**src/rtl/puf_pkg.sv**
```systemverilog
// Shared types and sizing helpers for the PUF response collector.
package puf_pkg;

  typedef enum logic [2:0] {
    StIdle,
    StWaitA,
    StWaitB,
    StFlush,
    StDone
  } collector_state_t;

  function automatic int unsigned loop_idx_bits(int unsigned num_loops);
    return $clog2(num_loops - 1) + 1;
  endfunction

  function automatic int unsigned num_pairs(int unsigned num_loops);
    return num_loops / 2;
  endfunction

endpackage

```
**src/rtl/puf_resp_fifo.sv**
```systemverilog
// First-word-fall-through FIFO holding packed response words plus their last flag.
module puf_resp_fifo #(
  parameter int unsigned Width = 33,
  parameter int unsigned Depth = 4
) (
  input  logic             clk_i,
  input  logic             rst_ni,
  input  logic             push_i,
  input  logic [Width-1:0] data_i,
  output logic             full_o,
  input  logic             pop_i,
  output logic [Width-1:0] data_o,
  output logic             empty_o
);

  localparam int unsigned PtrW = (Depth > 1) ? $clog2(Depth) : 1;
  localparam int unsigned CntW = $clog2(Depth + 1);

  logic [Width-1:0] mem_q [Depth];
  logic [Width-1:0] mem_d [Depth];
  logic [PtrW-1:0]  wr_ptr_q, wr_ptr_d;
  logic [PtrW-1:0]  rd_ptr_q, rd_ptr_d;
  logic [CntW-1:0]  count_q, count_d;
  logic             do_push, do_pop;

  assign full_o  = (count_q == CntW'(Depth));
  assign empty_o = (count_q == '0);
  assign data_o  = mem_q[rd_ptr_q];
  assign do_pop  = pop_i && !empty_o;
  // A full FIFO still accepts a write when the head is leaving on the same edge.
  assign do_push = push_i && (!full_o || do_pop);

  always_comb begin
    mem_d    = mem_q;
    wr_ptr_d = wr_ptr_q;
    rd_ptr_d = rd_ptr_q;
    count_d  = count_q;
    if (do_push) begin
      mem_d[wr_ptr_q] = data_i;
      wr_ptr_d        = wr_ptr_q + PtrW'(1);
    end
    if (do_pop) begin
      rd_ptr_d = rd_ptr_q + PtrW'(1);
    end
    case ({do_push, do_pop})
      2'b10:   count_d = count_q + CntW'(1);
      2'b01:   count_d = count_q - CntW'(1);
      default: count_d = count_q;
    endcase
  end

  always_ff @(posedge clk_i) begin
    if (!rst_ni) begin
      mem_q    <= '{default: '0};
      wr_ptr_q <= '0;
      rd_ptr_q <= '0;
      count_q  <= '0;
    end else begin
      mem_q    <= mem_d;
      wr_ptr_q <= wr_ptr_d;
      rd_ptr_q <= rd_ptr_d;
      count_q  <= count_d;
    end
  end

endmodule

```
**src/rtl/puf_response_collector.sv**
```systemverilog
// Turns per-loop PUF counts into response bits (pair 2k vs 2k+1), packs them into words
// and streams the words out through a small FWFT FIFO.
module puf_response_collector
  import puf_pkg::*;
#(
  parameter int unsigned NUM_LOOPS    = 1280,
  parameter int unsigned TOT_CNT_BITS = 32,
  parameter int unsigned WORD_BITS    = 32,
  parameter int unsigned FIFO_DEPTH   = 4
) (
  input  logic                                clk,
  input  logic                                reset,
  input  logic                                start,
  input  logic                                store_response_puf,
  input  logic [loop_idx_bits(NUM_LOOPS)-1:0] loop_number,
  input  logic [TOT_CNT_BITS-1:0]             loop_response,
  input  logic                                puf_done,
  output logic [WORD_BITS-1:0]                out_data,
  output logic                                out_valid,
  input  logic                                out_ready,
  output logic                                out_last,
  output logic                                busy,
  output logic                                seq_error,
  output logic                                overflow
);

  localparam int unsigned IdxW      = loop_idx_bits(NUM_LOOPS);
  localparam int unsigned NUM_PAIRS = num_pairs(NUM_LOOPS);
  localparam int unsigned PairW     = $clog2(NUM_PAIRS + 1);
  localparam int unsigned BitW      = $clog2(WORD_BITS + 1);

  collector_state_t        state_q, state_d;
  logic [PairW-1:0]        pair_cnt_q, pair_cnt_d;
  logic [BitW-1:0]         bit_cnt_q, bit_cnt_d;
  logic [WORD_BITS-1:0]    shift_q, shift_d;
  logic [TOT_CNT_BITS-1:0] count_a_q, count_a_d;
  logic                    seq_error_q, seq_error_d;
  logic                    overflow_q, overflow_d;

  logic [IdxW-1:0]      idx_a, idx_b;
  logic [PairW-1:0]     pair_cnt_inc;
  logic [BitW-1:0]      bit_cnt_inc;
  logic                 resp_bit, final_pair, can_push;
  logic [WORD_BITS-1:0] new_shift;
  logic                 fifo_push, fifo_pop, fifo_full, fifo_empty, push_last;
  logic [WORD_BITS-1:0] push_word;
  logic [WORD_BITS:0]   fifo_rdata;

  assign idx_a        = IdxW'({pair_cnt_q, 1'b0});
  assign idx_b        = idx_a | IdxW'(1);
  assign pair_cnt_inc = pair_cnt_q + PairW'(1);
  assign bit_cnt_inc  = bit_cnt_q + BitW'(1);
  assign final_pair   = (pair_cnt_inc == PairW'(NUM_PAIRS));
  assign resp_bit     = (loop_response > count_a_q);
  assign new_shift    = shift_q | (WORD_BITS'(resp_bit) << bit_cnt_q);
  assign can_push     = !fifo_full || fifo_pop;

  always_comb begin
    state_d     = state_q;
    pair_cnt_d  = pair_cnt_q;
    bit_cnt_d   = bit_cnt_q;
    shift_d     = shift_q;
    count_a_d   = count_a_q;
    seq_error_d = seq_error_q;
    overflow_d  = overflow_q;
    fifo_push   = 1'b0;
    push_last   = 1'b0;
    push_word   = shift_q;

    unique case (state_q)
      // The FIFO is always empty in StIdle, so one condition covers both states.
      StIdle, StDone: begin
        if (start && fifo_empty) begin
          state_d     = StWaitA;
          pair_cnt_d  = '0;
          bit_cnt_d   = '0;
          shift_d     = '0;
          count_a_d   = '0;
          seq_error_d = 1'b0;
          overflow_d  = 1'b0;
        end
      end
      StWaitA: begin
        if (store_response_puf) begin
          if (loop_number == idx_a) begin
            count_a_d = loop_response;
            state_d   = StWaitB;
          end else begin
            seq_error_d = 1'b1;
          end
        end
      end
      StWaitB: begin
        if (store_response_puf) begin
          if (loop_number == idx_b) begin
            pair_cnt_d = pair_cnt_inc;
            if ((bit_cnt_inc == BitW'(WORD_BITS)) || final_pair) begin
              push_word  = new_shift;
              push_last  = final_pair;
              fifo_push  = can_push;
              overflow_d = overflow_q | !can_push;
              shift_d    = '0;
              bit_cnt_d  = '0;
            end else begin
              shift_d   = new_shift;
              bit_cnt_d = bit_cnt_inc;
            end
            state_d = final_pair ? StDone : StWaitA;
          end else begin
            seq_error_d = 1'b1;
            state_d     = StWaitA;
          end
        end
      end
      StFlush: begin
        push_last = 1'b1;
        if (can_push) begin
          fifo_push = 1'b1;
          shift_d   = '0;
          bit_cnt_d = '0;
          state_d   = StDone;
        end
      end
      default: state_d = StIdle;
    endcase

    // Early done is judged after any same-cycle strobe has been applied.
    if (puf_done && (state_q == StWaitA || state_q == StWaitB) &&
        (state_d == StWaitA || state_d == StWaitB)) begin
      seq_error_d = 1'b1;
      state_d     = StFlush;
    end
  end

  always_ff @(posedge clk) begin
    if (!reset) begin
      state_q     <= StIdle;
      pair_cnt_q  <= '0;
      bit_cnt_q   <= '0;
      shift_q     <= '0;
      count_a_q   <= '0;
      seq_error_q <= 1'b0;
      overflow_q  <= 1'b0;
    end else begin
      state_q     <= state_d;
      pair_cnt_q  <= pair_cnt_d;
      bit_cnt_q   <= bit_cnt_d;
      shift_q     <= shift_d;
      count_a_q   <= count_a_d;
      seq_error_q <= seq_error_d;
      overflow_q  <= overflow_d;
    end
  end

  puf_resp_fifo #(
    .Width(WORD_BITS + 1),
    .Depth(FIFO_DEPTH)
  ) u_fifo (
    .clk_i  (clk),
    .rst_ni (reset),
    .push_i (fifo_push),
    .data_i ({push_last, push_word}),
    .full_o (fifo_full),
    .pop_i  (fifo_pop),
    .data_o (fifo_rdata),
    .empty_o(fifo_empty)
  );

  assign out_valid = !fifo_empty;
  assign fifo_pop  = out_valid && out_ready;
  assign out_data  = fifo_rdata[WORD_BITS-1:0];
  assign out_last  = fifo_rdata[WORD_BITS];
  assign busy      = !(state_q == StIdle || state_q == StDone);
  assign seq_error = seq_error_q;
  assign overflow  = overflow_q;

endmodule

```
**config.mk**
```make
export PLATFORM = sky130hd
export DESIGN_NAME = puf_response_collector
export DESIGN_NICKNAME = d
export VERILOG_FILES = /design/src/rtl/puf_pkg.sv /design/src/rtl/puf_resp_fifo.sv /design/src/rtl/puf_response_collector.sv
export SDC_FILE = /design/constraint.sdc
export NUM_CORES = 1
export LEC_CHECK = 0
export BUFFER_PORTS_ARGS = -buffer_cell sky130_fd_sc_hd__buf_4
export CORE_ASPECT_RATIO = 1.5
export CORE_MARGIN = 10
export CORE_UTILIZATION = 55
export CTS_CLUSTER_SIZE = 30
export DETAILED_ROUTE_END_ITERATION = 12
export GPL_ROUTABILITY_DRIVEN = 0
export HOLD_SLACK_MARGIN = 0.12
export PLACE_DENSITY = 0.83
export REMOVE_ABC_BUFFERS = 1
export SYNTH_ARGS = -nofsm -noshare
export SYNTH_HDL_FRONTEND = slang
export SYNTH_SLANG_ARGS = --single-unit
```
**constraint.sdc**
```tcl
create_clock -name clk -period 8.3 [get_ports clk]
set_input_delay 0.83 -clock clk [delete_from_list [all_inputs] [get_ports clk]]
set_output_delay 0.83 -clock clk [all_outputs]
set_load 0.01 [all_outputs]
```
==> flow_metrics.py <==
metrics = {
    "cells_and_area": {
        "final_cell_mix": "223 x dfxtp_1, 96 x buf_4, 88 x nand2b_1",
        "fin_util_pct": 62.5,
        "mostFrequentLayoutCell": "dfxtp_1",
        "stdcell_count": 1490,
        "drive_gt1_share_pct": 23.5,
        "multiInputGateArea_sq_um": 6270,
        "area.growth.synth_to_final_pct": 11.5,
        "seqCellArea_sq_um": 4490,
        "final_nets": 1302,
        "final_cell_area_sq_um": 12800,
        "n_antenna_cell": 0,
        "fillers": 1645,
    },
    "floorplan": {
        "die_area_sq_um": 27200,
        "fp-row-count": 64,
        "die_x_um": 138,
        "core_area_sq_um": 20500,
        "floorplan.initialDensity_pct": 56.0,
        "io_pins": 87,
        "die_h_um": 197,
    },
    "clock_network": {
        "clockBufferDepth": 3,
        "post_cts.repair.setup_buffers": 0,
        "cts_sinks": 224,
        "htreeDepth": 1,
        "clock_latency_ps": 510,
        "tritoncts": "done",
        "cts_buffers": 22,
        "cts-root-buf": "clkbuf_16",
        "hold_buffers": 0,
        "cts_resized": 0,
        "clkTransAtPathRegs_ps": 60,
    },
    "critical_path": {
        "critical_path_required_ps": 8690,
        "crit_end": "u_fifo.mem_q[110]",
        "path_cells": "ha_1 -> xor2_1 -> or4_1 -> a221oi_2 -> a211oi_2 -> nor3b_4 -> buf_4 -> nand2b_1 -> o221a_2",
        "rr_startpoint": "pair_cnt_q[0]",
        "cp_max_fo": 43,
        "reg2reg_depth": 9,
        "startpoint": "pair_cnt_q[0]",
        "cp_num_buf_inv": 1,
        "cp.arrival_ps": 4430,
        "cpPeakStageDelay_ps": 600,
        "endpoint_kind": "flip-flop",
        "r2r_slack_ps": 4260,
        "cp_slowest_cell": "nor3b_4",
        "path_depth": 9,
        "critPathKind": "reg -> reg",
        "cp-start-kind": "flip-flop",
        "rr_endpoint": "u_fifo.mem_q[110]",
        "cpLargestDelayFamily": "simple AND/OR/NAND/NOR gates",
    },
    "detailed_routing": {
        "dr.pass1.iters": 7,
        "drcViolationCount": 0,
        "post_drt_wl_per_cell_um": 18.4,
        "vias_per_cell": 6.10,
        "drt_first_iter_violations": 644,
        "num_vias": 9091,
        "ant_nets": 0,
        "wl_mm": 27.4,
    },
    "synthesis": {
        "yosysSeqAreaShare_pct": 39.0,
        "yosys_register_bits": 224,
        "synth_top_area_share_pct": 39.0,
        "netlist-cell-type-count": 65,
        "synth_top_area_cell": "dfxtp_1",
        "synth-edff-count": 0,
        "synth_cells": 1187,
        "synthFlopType": "dfxtp_1",
        "ys_warn_count": 0,
        "async_reset_ff_share_pct": 0,
        "synth_area_leaders": "dfxtp_1 39%, o221a_2 7.9%, mux4_2 6.5%, nand2b_1 4.8%, ha_1 4.4%",
        "avgSynthCellArea_sq_um": 9.68,
        "netlist_area_sq_um": 11500,
    },
    "run_status": {
        "status": "finished, final reports clean",
    },
    "pwr": {
        "irDropWorstVdd_v": 0.000169,
        "p_leak_nw": 4.52,
        "power_density_nw_per_um2": 208,
        "power_mw": 2.66,
    },
    "place": {
        "dp_slack_ps": 4210,
        "place_area_sq_um": 12000,
        "dp_cells": 1451,
        "portBuffers": 86,
        "dp_hpwl_mm": 18.6,
    },
    "sta": {
        "maxSlewViolCount": 0,
        "relSlewSlack_pct": 27.6,
        "period_needed_ps": 4040,
        "timing.fmax_mhz": 247,
        "fin_skew_ps": 11.0,
        "hold_slack_ps": 461,
        "final.setup.worst_slack_ps": 4260,
        "worstMarginPinSlew_ps": 1090,
        "setup_viol": 0,
        "hold_viol": 0,
        "fin_tns_setup_ps": 0,
        "period_share_pct": 48.7,
        "rsz0062_at_grt": "false",
    },
    "global_routing": {
        "grt-busiest-layer": "met2",
        "gr-total-overflow": 0,
        "grtUsageTotal_pct": 19.9,
        "antenna_found_initial": 0,
        "met3_usage_pct": 2.85,
        "grtUsageMet1_pct": 23.2,
        "met2_usage_pct": 35.8,
        "grt_pass1_wl_mm": 45.2,
        "grt_pass1_vias": 9101,
        "grt_max_degree": 116,
    },
    "hold_path": {
        "hp-start": "shift_q[31]",
        "min-delay-path-class": "reg -> reg",
    },
    "run": {
        "maxCapViolations": 0,
    },
}
==> worst min path at each step <==
stage | to | depth (start not counted)
floorplan | shift_q[0] | 2
global placement | shift_q[31] | 2
detailed placement | shift_q[31] | 2
CTS | shift_q[23] | 2
global route | shift_q[31] | 2
finish | shift_q[31] | 2
==> registers in the layout (all words and copies together) (netlist names) <==
name and cells:
shift_q 32, pair_cnt_q 10, bit_cnt_q 6, overflow 1, state_q 3, u_fifo.wr_ptr_q 2
count_a_q 32, u_fifo.count_q 3, u_fifo.mem_q 132, u_fifo.rd_ptr_q 2, seq_error 1
==> routing by layer <==
layer  share of wire (%)  up-vias
met3                 4.9       55
met1                  41     4421
met5                   0        -
li1                    -     4390
met4                 2.6        0
met2                  52      225
==> power by group <==
part	leakage, nW	switching [mW]	internal [mW]
registers	1.81	0.0417	1.11
logic	2.33	0.292	0.155
clock network	0.380	0.409	0.654
==> worst register-to-register path: stages (launching register included) <==
cell,delay (ps)
dfxtp_1,590
ha_1,440
xor2_1,100
or4_1,440
a221oi_2,510
a211oi_2,320
nor3b_4,610
buf_4,530
nand2b_1,140
o221a_2,260
==> final cells by class <==
type                       instances  area share [%]
tap                              264            2.58
clock inverter                     4           0.742
clock buffer                      35            5.31
timing repair buffer              96            5.63
inverter                          59            1.73
sequential                       224            35.0
multi-input combinational        808            49.0
==> Yosys cell counts, drive strengths merged, types with 26 or more instances <==
cell type  count
nand3         56
dfxtp        224
o21ba         40
clkbuf        65
a21boi        36
ha            40
a21oi         30
mux4          33
o21ai         67
nor3          51
nand2         71
nand2b        88
inv           59
nor2          31
o221a         81
buf           31
o21a          26
==> kinds of logic (layout without fill, tap and decap cells) <==
group                    Yosys count  count (layout)  share of synthesized area (%)
flip-flops                       224             224                           39.0
multiplexers                      35              35                           6.64
adder cells (fa/ha/maj)           41              41                           4.53
buffers and inverters            155             194                           6.69
AND/OR/NAND/NOR                  371             371                           17.5
XOR/XNOR                          27              27                           2.06
AO/OA/AOI/OAI                    334             334                           23.5
Power figures use the tool's default switching activity.
